$ cat src/rtl/fp_pkg.sv
// rtl/fp_pkg.sv - binary32 field layout, constants and classification helpers
package fp_pkg;

    localparam int          MAN_W    = 23;
    localparam int          EXP_BIAS = 127;
    localparam logic [7:0]  EXP_MAX  = 8'hFF;
    localparam logic [31:0] QNAN     = 32'h7FC00000;

    typedef struct packed {
        logic             sign;
        logic [7:0]       exp;
        logic [MAN_W-1:0] man;
    } fp32_t;

    function automatic logic is_nan(fp32_t x);
        return (x.exp == EXP_MAX) && (x.man != '0);
    endfunction

    function automatic logic is_inf(fp32_t x);
        return (x.exp == EXP_MAX) && (x.man == '0);
    endfunction

    function automatic logic is_zero(fp32_t x);
        return (x.exp == 8'd0) && (x.man == '0);
    endfunction

endpackage

$ cat src/rtl/fp_adder_pipe_if.sv
// rtl/fp_adder_pipe_if.sv - operand/result strobe bundle for fp_adder_pipe
interface fp_adder_pipe_if #(
    parameter int WIDTH = 32
);
    logic [WIDTH-1:0] a;
    logic [WIDTH-1:0] b;
    logic             ready;
    logic [WIDTH-1:0] o;
    logic             valid;

    modport master (output a, b, ready, input o, valid);
    modport slave  (input a, b, ready, output o, valid);
endinterface

$ cat src/rtl/fp_lzc.sv
// rtl/fp_lzc.sv - combinational leading-zero counter; all-zero input yields IN_W
module fp_lzc #(
    parameter int IN_W  = 28,
    parameter int CNT_W = $clog2(IN_W) + 1
) (
    input  logic [IN_W-1:0]  in_i,
    output logic [CNT_W-1:0] cnt_o
);

    // Ascending scan: the highest set bit is the last to write the count.
    always_comb begin
        cnt_o = CNT_W'(IN_W);
        for (int i = 0; i < IN_W; i++) begin
            if (in_i[i]) cnt_o = CNT_W'(IN_W - 1 - i);
        end
    end

endmodule

$ cat src/rtl/fp_adder_pipe.sv
// rtl/fp_adder_pipe.sv - pipelined binary32 adder, RNE, LATENCY stages
// FP_ADDER_SUBNORMAL_EN: gradual underflow; otherwise flush-to-zero on inputs and results.
module fp_adder_pipe
    import fp_pkg::*;
#(
    parameter int WIDTH   = 32,
    parameter int LATENCY = 11
) (
    input  logic           clk,
    input  logic           rst,
    fp_adder_pipe_if.slave bus
);

    if (WIDTH != 32) begin : g_width_chk
        $error("fp_adder_pipe: only WIDTH=32 is supported");
    end
    if (LATENCY < 4) begin : g_lat_chk
        $error("fp_adder_pipe: LATENCY must be >= 4");
    end

    // Returns {effective exponent, 24-bit significand with implicit bit}.
    function automatic logic [31:0] unpack(fp32_t x);
`ifdef FP_ADDER_SUBNORMAL_EN
        return {(x.exp == 8'd0) ? 8'd1 : x.exp, x.exp != 8'd0, x.man};
`else
        return (x.exp == 8'd0) ? 32'd0 : {x.exp, 1'b1, x.man};
`endif
    endfunction

    logic [LATENCY-1:0] vld_q;
    fp32_t              a_q, b_q;

    always_ff @(posedge clk) begin
        if (!rst) vld_q <= '0;
        else      vld_q <= {vld_q[LATENCY-2:0], bus.ready};
    end

    always_ff @(posedge clk) begin
        a_q <= fp32_t'(bus.a);
        b_q <= fp32_t'(bus.b);
    end

    logic        swap, eff_sub, s_big, spc_d;
    logic [31:0] ua, ub, spc_val_d;
    logic [7:0]  e_big, e_sml, e_diff;
    logic [23:0] m_big, m_sml;
    logic [26:0] sml_ext, sml_aln;

    always_comb begin
        ua      = unpack(a_q);
        ub      = unpack(b_q);
        swap    = {b_q.exp, b_q.man} > {a_q.exp, a_q.man};
        eff_sub = a_q.sign ^ b_q.sign;
        s_big   = swap ? b_q.sign : a_q.sign;
        {e_big, m_big} = swap ? ub : ua;
        {e_sml, m_sml} = swap ? ua : ub;
        e_diff  = e_big - e_sml;
        sml_ext = {m_sml, 3'b000};
        // Bits shifted past the guard/round positions collapse into the sticky LSB.
        if (e_diff >= 8'd26) sml_aln = {26'd0, |m_sml};
        else sml_aln = (sml_ext >> e_diff)
                     | {26'd0, |(sml_ext & ~(27'h7FFFFFF << e_diff))};
        spc_d     = 1'b1;
        spc_val_d = QNAN;
        if (is_nan(a_q) || is_nan(b_q) || (is_inf(a_q) && is_inf(b_q) && eff_sub)) spc_val_d = QNAN;
        else if (is_inf(a_q)) spc_val_d = a_q;
        else if (is_inf(b_q)) spc_val_d = b_q;
        else                  spc_d     = 1'b0;
    end

    logic        s2_sign, s2_sub, s2_spc;
    logic [7:0]  s2_exp;
    logic [26:0] s2_big, s2_sml;
    logic [31:0] s2_spc_val;

    always_ff @(posedge clk) begin
        s2_sign    <= s_big;
        s2_sub     <= eff_sub;
        s2_exp     <= e_big;
        s2_big     <= {m_big, 3'b000};
        s2_sml     <= sml_aln;
        s2_spc     <= spc_d;
        s2_spc_val <= spc_val_d;
    end

    logic [27:0] sum_d;
    logic [5:0]  lz_d;

    assign sum_d = s2_sub ? ({1'b0, s2_big} - {1'b0, s2_sml})
                          : ({1'b0, s2_big} + {1'b0, s2_sml});

    fp_lzc #(.IN_W(28)) u_lzc (
        .in_i  (sum_d),
        .cnt_o (lz_d)
    );

    logic        s3_sign, s3_sub, s3_spc;
    logic [7:0]  s3_exp;
    logic [27:0] s3_sum;
    logic [5:0]  s3_lz;
    logic [31:0] s3_spc_val;

    always_ff @(posedge clk) begin
        s3_sign    <= s2_sign;
        s3_sub     <= s2_sub;
        s3_exp     <= s2_exp;
        s3_sum     <= sum_d;
        s3_lz      <= lz_d;
        s3_spc     <= s2_spc;
        s3_spc_val <= s2_spc_val;
    end

    logic [5:0]         shamt;
    logic [27:0]        norm;
    logic [24:0]        mant_r;
    logic               rnd_up, uflow;
    logic signed [9:0]  e_res, e_fin;
    logic [31:0]        res;

    always_comb begin
`ifdef FP_ADDER_SUBNORMAL_EN
        // Stop normalizing at exponent 1 so tiny results land as subnormals.
        shamt = ({2'b00, s3_lz} > s3_exp) ? s3_exp[5:0] : s3_lz;
`else
        shamt = s3_lz;
`endif
        e_res  = $signed({2'b00, s3_exp}) + 10'sd1 - $signed({4'b0000, shamt});
        norm   = s3_sum << shamt;
        rnd_up = norm[3] & ((|norm[2:0]) | norm[4]);
        mant_r = {1'b0, norm[27:4]} + {24'd0, rnd_up};
        e_fin  = mant_r[24] ? e_res + 10'sd1 : e_res;
`ifdef FP_ADDER_SUBNORMAL_EN
        uflow  = 1'b0;
`else
        uflow  = (e_fin <= 10'sd0);
`endif
        if (s3_spc)                  res = s3_spc_val;
        else if (s3_sum == 28'd0)    res = {s3_sub ? 1'b0 : s3_sign, 31'd0};
        else if (e_fin >= 10'sd255)  res = {s3_sign, EXP_MAX, 23'd0};
        else if (uflow)              res = {s3_sign, 31'd0};
        else if (!mant_r[24] && !mant_r[23]) res = {s3_sign, 8'd0, mant_r[22:0]};
        else                         res = {s3_sign, e_fin[7:0], mant_r[22:0]};
    end

    logic [31:0] pre_o;

    if (LATENCY == 4) begin : g_no_dly
        assign pre_o = res;
    end else begin : g_dly
        logic [LATENCY-5:0][31:0] dly_q;
        always_ff @(posedge clk) begin
            dly_q[0] <= res;
            for (int i = 1; i < LATENCY - 4; i++) dly_q[i] <= dly_q[i-1];
        end
        assign pre_o = dly_q[LATENCY-5];
    end

    logic [31:0] o_q;

    always_ff @(posedge clk) begin
        if (!rst)                    o_q <= '0;
        else if (vld_q[LATENCY-2])   o_q <= pre_o;
    end

    assign bus.o     = o_q;
    assign bus.valid = vld_q[LATENCY-1];

endmodule

$ cat src/flat_wrapper.sv
// flat-port wrapper written by rule: the top's interface ports become plain ports
module fp_adder_pipe_flat import fp_pkg::*;
#(
    parameter int WIDTH   = 32,
    parameter int LATENCY = 11
)
  (clk, rst, bus_a, bus_b, bus_ready, bus_o, bus_valid);
  fp_adder_pipe_if #(.WIDTH(WIDTH)) bus_i ();
  input  logic clk;
  input  logic rst;
  input wire logic [$bits(bus_i.a)-1:0] bus_a;
  input wire logic [$bits(bus_i.b)-1:0] bus_b;
  input wire logic [$bits(bus_i.ready)-1:0] bus_ready;
  output wire logic [$bits(bus_i.o)-1:0] bus_o;
  output wire logic [$bits(bus_i.valid)-1:0] bus_valid;
  assign bus_i.a = bus_a;
  assign bus_i.b = bus_b;
  assign bus_i.ready = bus_ready;
  assign bus_o = bus_i.o;
  assign bus_valid = bus_i.valid;
  fp_adder_pipe #(.WIDTH(WIDTH), .LATENCY(LATENCY)) u_core (.clk(clk), .rst(rst), .bus(bus_i));
endmodule
$ cat config.mk
export PLATFORM = sky130hd
export DESIGN_NAME = fp_adder_pipe_flat
export DESIGN_NICKNAME = d
export VERILOG_FILES = /design/src/rtl/fp_pkg.sv /design/src/rtl/fp_adder_pipe_if.sv /design/src/rtl/fp_lzc.sv /design/src/rtl/fp_adder_pipe.sv /design/src/flat_wrapper.sv
export SDC_FILE = /design/constraint.sdc
export NUM_CORES = 1
export LEC_CHECK = 0
export CAP_MARGIN = 20
export CORE_ASPECT_RATIO = 1.4
export CORE_MARGIN = 2
export CORE_UTILIZATION = 40
export DETAILED_ROUTE_END_ITERATION = 6
export HOLD_SLACK_MARGIN = 0.03
export SYNTH_ARGS = -nofsm -noshare
export SYNTH_HDL_FRONTEND = slang
export SYNTH_SLANG_ARGS = --single-unit
$ cat constraint.sdc
create_clock -name clk -period 7.46 [get_ports clk]
set_input_delay 2.238 -clock clk [delete_from_list [all_inputs] [get_ports clk]]
set_output_delay 2.238 -clock clk [all_outputs]
set_load 0.1 [all_outputs]
==> results of run 1 <==
[state kept, by name (all words and copies together), names as in the netlist, 27 cells and up]
register	count
u_core.s3_sum	28
u_core.pre_o	32
u_core.a_q	32
u_core.g_dly.dly_q	192
u_core.s2_spc_val	32
u_core.b_q	32
u_core.s3_spc_val	32
u_core.bus.o	32
u_core.s2_sml	27
[how the worst min path moves through the flow]
stage / end / cells past startpoint / slack [ps]
after detailed placement: u_core.g_dly.dly_q[125] / 0 / 310
after CTS: u_core.g_dly.dly_q[100] / 0 / 320
final: u_core.g_dly.dly_q[100] / 0 / 320
after floorplan: u_core.g_dly.dly_q[100] / 0 / 310
after global placement: u_core.pre_o[6] / 0 / 310
after global routing: u_core.g_dly.dly_q[41] / 0 / 330
[logic make-up (layout without fill, tap and decap cells)]
family	after synthesis	count (layout)	synth area share, %
AOI/OAI and AO/OA	480	480	15.8
and+or+nand+nor	625	625	14.7
xor gates and xnor gates	68	68	2.77
DFF	501	501	46.7
adders and majority gates	99	99	5.87
other	2	30	0.0350
buffers and inverters	221	324	4.31
muxes	159	159	9.84
[where the power goes]
| part | internal (mW) | total (mW) | leakage (nW) | switching [mW] |
|---|---|---|---|---|
| clock | 1.47 | 2.49 | 0.805 | 1.02 |
| sequential | 3.43 | 3.72 | 4.19 | 0.298 |
| combinational | 1.27 | 3.16 | 5.03 | 1.90 |
| total | 6.16 | 9.38 | 10.0 | 3.22 |
[worst register-to-register path, cell delays in order (launching register included)]
cell and delay [ps]:
dfxtp_1 410, inv_1 70, ha_1 320, nand4_1 170, or4_1 730, nor3_1 220
a31oi_1 100, a31oi_4 590, mux2i_1 250, ha_1 290, fa_1 470, nor2b_1 190
o31a_1 230, o21a_1 170, o41ai_1 70, buf_4 170, o21ai_1 410, buf_4 300
nor2_1 100, a41oi_1 530, a32oi_1 90, nor4_1 510, a32oi_1 160
[metrics by stage]
stage,setup WS [ps],instances,utilization [%]
2_1_floorplan,936,2183,-
3_3_place_gp,1000,2916,43.6
3_5_place_dp,847,2916,43.6
4_1_cts,843,3000,46.8
5_1_grt,418,3000,46.8
6_report,796,3000,46.8
[cell type report]
class	count	area [µm²]
sequential	501	10000
fill	5031	28300
multi-input combinational	1461	10700
clock buffer	62	1310
timing repair buffer	129	1220
tap	714	893
clock inverter	22	348
inverter	111	417
[metal layers]
metal,vias to the layer above,global-route usage [%]
met2,410,39.9
met3,163,2.97
met4,0,12.7
met5,-,0
met1,7668,19.6
li1,7919,-
[cells in the mapped netlist (8+ instances only)]
master / number / area (µm²)
nand2b_1: 18 / 113
o21a_1: 16 / 120
nor4_1: 37 / 231
nor2_1: 139 / 522
a211o_1: 10 / 87.6
or2_2: 8 / 50.1
nor3_1: 43 / 215
xnor2_1: 47 / 412
or3_1: 9 / 56.3
clkbuf_1: 86 / 323
a22oi_1: 18 / 135
dfxtp_1: 501 / 10000
o31ai_1: 17 / 128
xor2_1: 21 / 184
nand3_1: 50 / 250
nor2b_1: 48 / 300
inv_1: 109 / 409
a31oi_1: 15 / 93.8
a21o_1: 16 / 120
and2_1: 28 / 175
mux2_2: 26 / 293
mux2i_1: 93 / 931
o21ai_0: 88 / 440
and3_1: 16 / 100
nand4_1: 18 / 113
ha_1: 96 / 1200
a21oi_1: 87 / 435
buf_2: 9 / 45.0
o31a_1: 8 / 70.1
a22o_1: 40 / 350
o21bai_1: 8 / 60.1
o22ai_1: 11 / 68.8
nand2_1: 169 / 634
o211ai_1: 22 / 165
a32oi_1: 9 / 78.8
mux4_2: 39 / 878
a211oi_1: 24 / 180
==> summary.txt, run 1 <==
Routing
  – DRT Pass-1 Iters: 7
  – DR iter-0 viols: 813
  – DRT antenna net count: 0
  – Top Metal Used: met4
  – Metal2 WL: 30.7 mm
  – Met3 routed WL: 1.95 mm
  – WL met1: 20.2 mm
  – Vias: 16200
  – WL/cell: 18.9 µm
  – Total length of routed wires: 56.6 mm
  – DRC: 0
  – Drt via density: 5.39

Clocking
  – CTS Buf Count: 46
  – Htree depth: 2
  – CTS root buffer: clkbuf_16
  – CTS tree: done
  – CTS resizes: 0
  – Latest clock arrival within the worst-skew pair: 610 ps
  – CTS sink cnt: 501
  – # Post-CTS Setup Buffers: 0
  – Reg clk slew, reported paths: 70 ps
  – CTS Buffer Depth: 3
  – Cts hold-fix bufs: 0

Global routing
  – Largest net degree at the start of global routing: 72
  – Gr usage total: 20.4%
  – Global-route wire length before repair: 88.3 mm
  – Initial antenna violation count: 0
  – Vias in the first global route: 16400
  – GR Overflow Total: 0

Setup path
  – Worst EP required: 7910 ps
  – Critical Path Slowest Stage Cell: or4_1
  – Crit Path Max Fanout: 24
  – Setup CP Type: reg2reg
  – Crit path DAT: 7110 ps
  – Worst Reg-to-Reg Cells: 22
  – Critical Path Source: u_core.a_q[14]
  – Worst path top cell family by delay: compound AO/OA/AOI/OAI gates
  – FF-to-FF Start: u_core.a_q[14]
  – Setup crit start kind: register
  – Worst setup EP type: register
  – Cell Chain, Critical Path: inv_1 > ha_1 > nand4_1 > or4_1 > nor3_1 > a31oi_1 > a31oi_4 > mux2i_1 > ha_1 > fa_1 > nor2b_1 > o31a_1 > o21a_1 > o41ai_1 > buf_4 > o21ai_1 > buf_4 > nor2_1 > a41oi_1 > a32oi_1 > nor4_1 > a32oi_1
  – Largest stage delay, worst path: 730 ps
  – CP Depth: 22
  – CP Capture Point: u_core.s2_sml[0]
  – Worst R2R End: u_core.s2_sml[0]
  – Crit path buffers/inverters: 3
  – Flop2flop setup slack: 800 ps

Synth
  – EDFF count, synth: 0
  – Seq cells post-synth: 501
  – Ys async rst share: 0%
  – Mapped Area: 21500 µm²
  – Post-synth top flop: dfxtp_1
  – Syn Inst Count: 2155
  – Synth warnings: 0
  – Seq/Total Area, Yosys: 46.7%
  – Yosys cell types: 96
  – Syn avg cell area: 9.97 µm²

Timing
  – Fin Setup TNS: 0 ps
  – RSZ-0062 raised after global routing: no
  – Worst rel slew slack: 33.4%
  – Clock period minus worst slack: 6660 ps
  – Max Freq: 150 MHz
  – Final setup violating endpoints: 0
  – Final worst path period share: 89.3%
  – Setup Skew: 35.3 ps
  – Hold slack: 318 ps
  – Max-slew violation count: 0
  – Worst Tran Pin Value: 995 ps
  – Final hold violation count: 0

Job
  – Number of max-cap violations: 0

Die
  – Chip height: 278 µm
  – Core ar.: 53200 µm²
  – Chip width: 200 µm
  – Ports: 100
  – Full die area: 55600 µm²
  – Row count: 100
  – Initial Util: 40.4%

Finish
  – Diode count: 0
  – NumNets Final: 2416
  – Final Cell Area: 24900 µm²
  – Most common cell after layout, fill and taps aside: dfxtp_1
  – Share of layout cells above drive strength 1: 8.92%
  – Area Overhead vs Synth: 15.8%
  – Most frequent cells in the layout: 499 x dfxtp_1, 169 x nand2_1, 139 x nor2_1, 109 x inv_1, 99 x clkdlybuf4s50_1

Hold path
  – Hold Crit Start: u_core.g_dly.dly_q[68]
  – HP Class: reg2reg

Pwr
  – Pwr Total: 9.38 mW
  – P_leak: 10.0 nW
  – Max VDD drop: 0.190 mV
  – PwrDens: 377 nW/µm²

Run status
  – Outcome: finished, final reports clean

Placed design
  – Dpl cell area: 23200 µm²
  – IO Port Bufs: 99
  – Post-DP HPWL: 44.1 mm
  – Global placement routability congestion: 0.939
No activity file was read; power rests on OpenSTA's default activity.
==> inputs of run 2 (changes only) <==
Settings changed: PLACE_DENSITY_LB_ADDON set to 0.08.
==> summary.txt, run 2 (synthesized netlist as in run 1, its figures left out) <==
Timing
  – RSZ-0062 raised after global routing: no (unchanged)
  – Worst Tran Pin Value: 1140 ps (was 995 ps)
  – Final worst path period share: 90.0% (was 89.3%)
  – Worst Slack Setup Final: 745 ps (was 796 ps)
  – Clock period minus worst slack: 6720 ps (was 6660 ps)
  – Fin Setup TNS: 0 ps (unchanged)
  – Hold slack: 320 ps (was 318 ps)
  – Final setup violating endpoints: 0 (unchanged)
  – Worst rel slew slack: 23.7% (was 33.4%)
  – Max Freq: 149 MHz (was 150 MHz)
  – Setup Skew: 29.7 ps (was 35.3 ps)
  – Max-slew violation count: 0 (unchanged)
  – Final hold violation count: 0 (unchanged)

Clocking
  – CTS tree: done (unchanged)
  – CTS Buffer Depth: 3 (unchanged)
  – Cts hold-fix bufs: 0 (unchanged)
  – # Post-CTS Setup Buffers: 0 (unchanged)
  – Latest clock arrival within the worst-skew pair: 610 ps (about the same)
  – Htree depth: 2 (unchanged)
  – Reg clk slew, reported paths: 70 ps (about the same)
  – CTS root buffer: clkbuf_16 (unchanged)
  – CTS sink cnt: 501 (unchanged)
  – CTS Buf Count: 49 (was 46)
  – CTS resizes: 0 (unchanged)

Finish
  – Most frequent cells in the layout: 499 x dfxtp_1, 169 x nand2_1, 139 x nor2_1, 109 x inv_1, 99 x clkdlybuf4s50_1 (unchanged)
  – Most common cell after layout, fill and taps aside: dfxtp_1 (unchanged)
  – Max reg flops: 192 (unchanged)
  – NumNets Final: 2423 (was 2416)
  – Diode count: 0 (unchanged)
  – Largest Register: u_core.g_dly.dly_q (unchanged)
  – Area Overhead vs Synth: 16.5% (was 15.8%)
  – Share of layout cells above drive strength 1: 9.37% (was 8.92%)

Die
  – Row count: 100 (unchanged)
  – Chip width: 200 µm (unchanged)
  – Initial Util: 40.4% (unchanged)
  – Ports: 100 (unchanged)
  – Core ar.: 53200 µm² (unchanged)
  – Chip height: 278 µm (unchanged)
  – Full die area: 55600 µm² (unchanged)

Placed design
  – Global placement routability congestion: 0.945 (was 0.939)
  – IO Port Bufs: 99 (unchanged)
  – Post-DP HPWL: 46.4 mm (was 44.1 mm)
  – Placement Setup Slack: 842 ps (was 847 ps)

Routing
  – DRC: 0 (unchanged)
  – Vias: 16200 (about the same)
  – DR iter-0 viols: 768 (was 813)
  – WL/cell: 19.6 µm (was 18.9 µm)
  – Drt via density: 5.38 (was 5.39)
  – DRT Pass-1 Iters: 5 (was 7)
  – Total length of routed wires: 59.0 mm (was 56.6 mm)
  – DRT antenna net count: 0 (unchanged)

Global routing
  – Vias in the first global route: 16500 (was 16400)
  – Global-route wire length before repair: 91.4 mm (was 88.3 mm)
  – Initial antenna violation count: 0 (unchanged)
  – Gr usage total: 21.4% (was 20.4%)
  – GR Overflow Total: 0 (unchanged)
  – Largest net degree at the start of global routing: 59 (was 72)

Run status
  – Outcome: finished, final reports clean (unchanged)

Pwr
  – Seq pwr share: 39.1% (was 39.7%)
  – Clock power frac: 27.8% (was 26.5%)
  – Internal: 6.31 mW (was 6.16 mW)
  – PwrDens: 382 nW/µm² (was 377 nW/µm²)
  – Max VDD drop: 0.297 mV (was 0.190 mV)
  – P_leak: 10.1 nW (was 10.0 nW)
  – Sw frac: 34.0% (was 34.3%)
  – Net Switching: 3.25 mW (was 3.22 mW)
  – Combinational Power Share: 33.1% (was 33.7%)

Setup path
  – Setup CP Type: reg2reg (unchanged)
  – Worst setup EP type: register (unchanged)
  – Crit path DAT: 7150 ps (was 7110 ps)
  – Setup crit start kind: register (unchanged)
  – Crit Path Max Fanout: 15 (was 24)
  – Worst EP required: 7890 ps (was 7910 ps)

Job
  – Number of max-cap violations: 0 (unchanged)

Hold path
  – HP Class: reg2reg (unchanged)
## run 2: cell types whose count changed in the layout (fill, tap and decap cells not counted), sizes merged
| cell | delta |
|---|---|
| buf | +4 |
| clkinv | +4 |
| clkinvlp | -1 |
| bufinv | +3 |
| inv | -1 |
## run 2: path summary, 6_finish.rpt
check / to / slack [ps] / cells after the start / from
max: u_core.s2_sml[0] / 740 / 20 / u_core.a_q[14]
min: u_core.pre_o[20] / 320 / 0 / u_core.g_dly.dly_q[180]
max reg2reg: u_core.s2_sml[0] / 740 / 20 / u_core.a_q[14]
min reg2reg: u_core.pre_o[20] / 320 / 0 / u_core.g_dly.dly_q[180]
## run 2: metal layers
| layer | global-route usage, % | wire, µm | part of all wire [%] | vias to the layer above |
|---|---|---|---|---|
| met4 | 13.1 | 3890 | 6.6 | 0 |
| li1 | - | - | - | 7930 |
| met2 | 43.2 | 33200 | 56 | 384 |
| met3 | 2.50 | 1720 | 2.9 | 177 |
| met1 | 19.7 | 20100 | 34 | 7692 |
| met5 | 0 | 0 | 0 | - |
## run 2: cell type report
class | count | area [µm²]
repair buffers | 133 | 1250
clock inverters | 27 | 410
clock buffers | 62 | 1370
well taps | 714 | 893
multi-input cells | 1461 | 10700
flip-flops and latches | 501 | 10000
fillers | 5100 | 28200
inverters | 111 | 417
## run 2: power by group through the flow
stage / sequential [mW] / combinational, mW / clock, mW
2_1_floorplan: 3.66 / 2.34 / 0
3_3_place_gp: 3.78 / 3.15 / 0
3_5_place_dp: 3.81 / 3.15 / 0
4_1_cts: 3.76 / 3.16 / 2.74
5_1_grt: 3.83 / 3.46 / 2.84
6_report: 3.74 / 3.17 / 2.66
## run 2: metrics by stage
step	utilization (%)	cells	cell area (µm²)	power [mW]
2_1_floorplan	-	2183	21600	5.99
3_3_place_gp	43.7	2920	23200	6.94
3_5_place_dp	43.7	2920	23200	6.96
4_1_cts	47.1	3009	25000	9.66
5_1_grt	47.1	3009	25000	10.1
6_report	47.1	3009	25000	9.56
## run 2: worst max-delay path: stages (launching register included)
cell	delay [ps]
dfxtp_1	410
inv_1	70
ha_1	330
nand4_1	180
or4_1	740
nor3_1	210
a31oi_1	100
a31oi_4	370
buf_4	280
mux2_2	370
ha_1	340
o21a_1	200
o31a_1	150
o21a_1	200
o41ai_1	590
o21ai_1	560
a211o_1	380
a2111oi_0	390
a32oi_1	150
nor4_1	360
a32oi_1	160
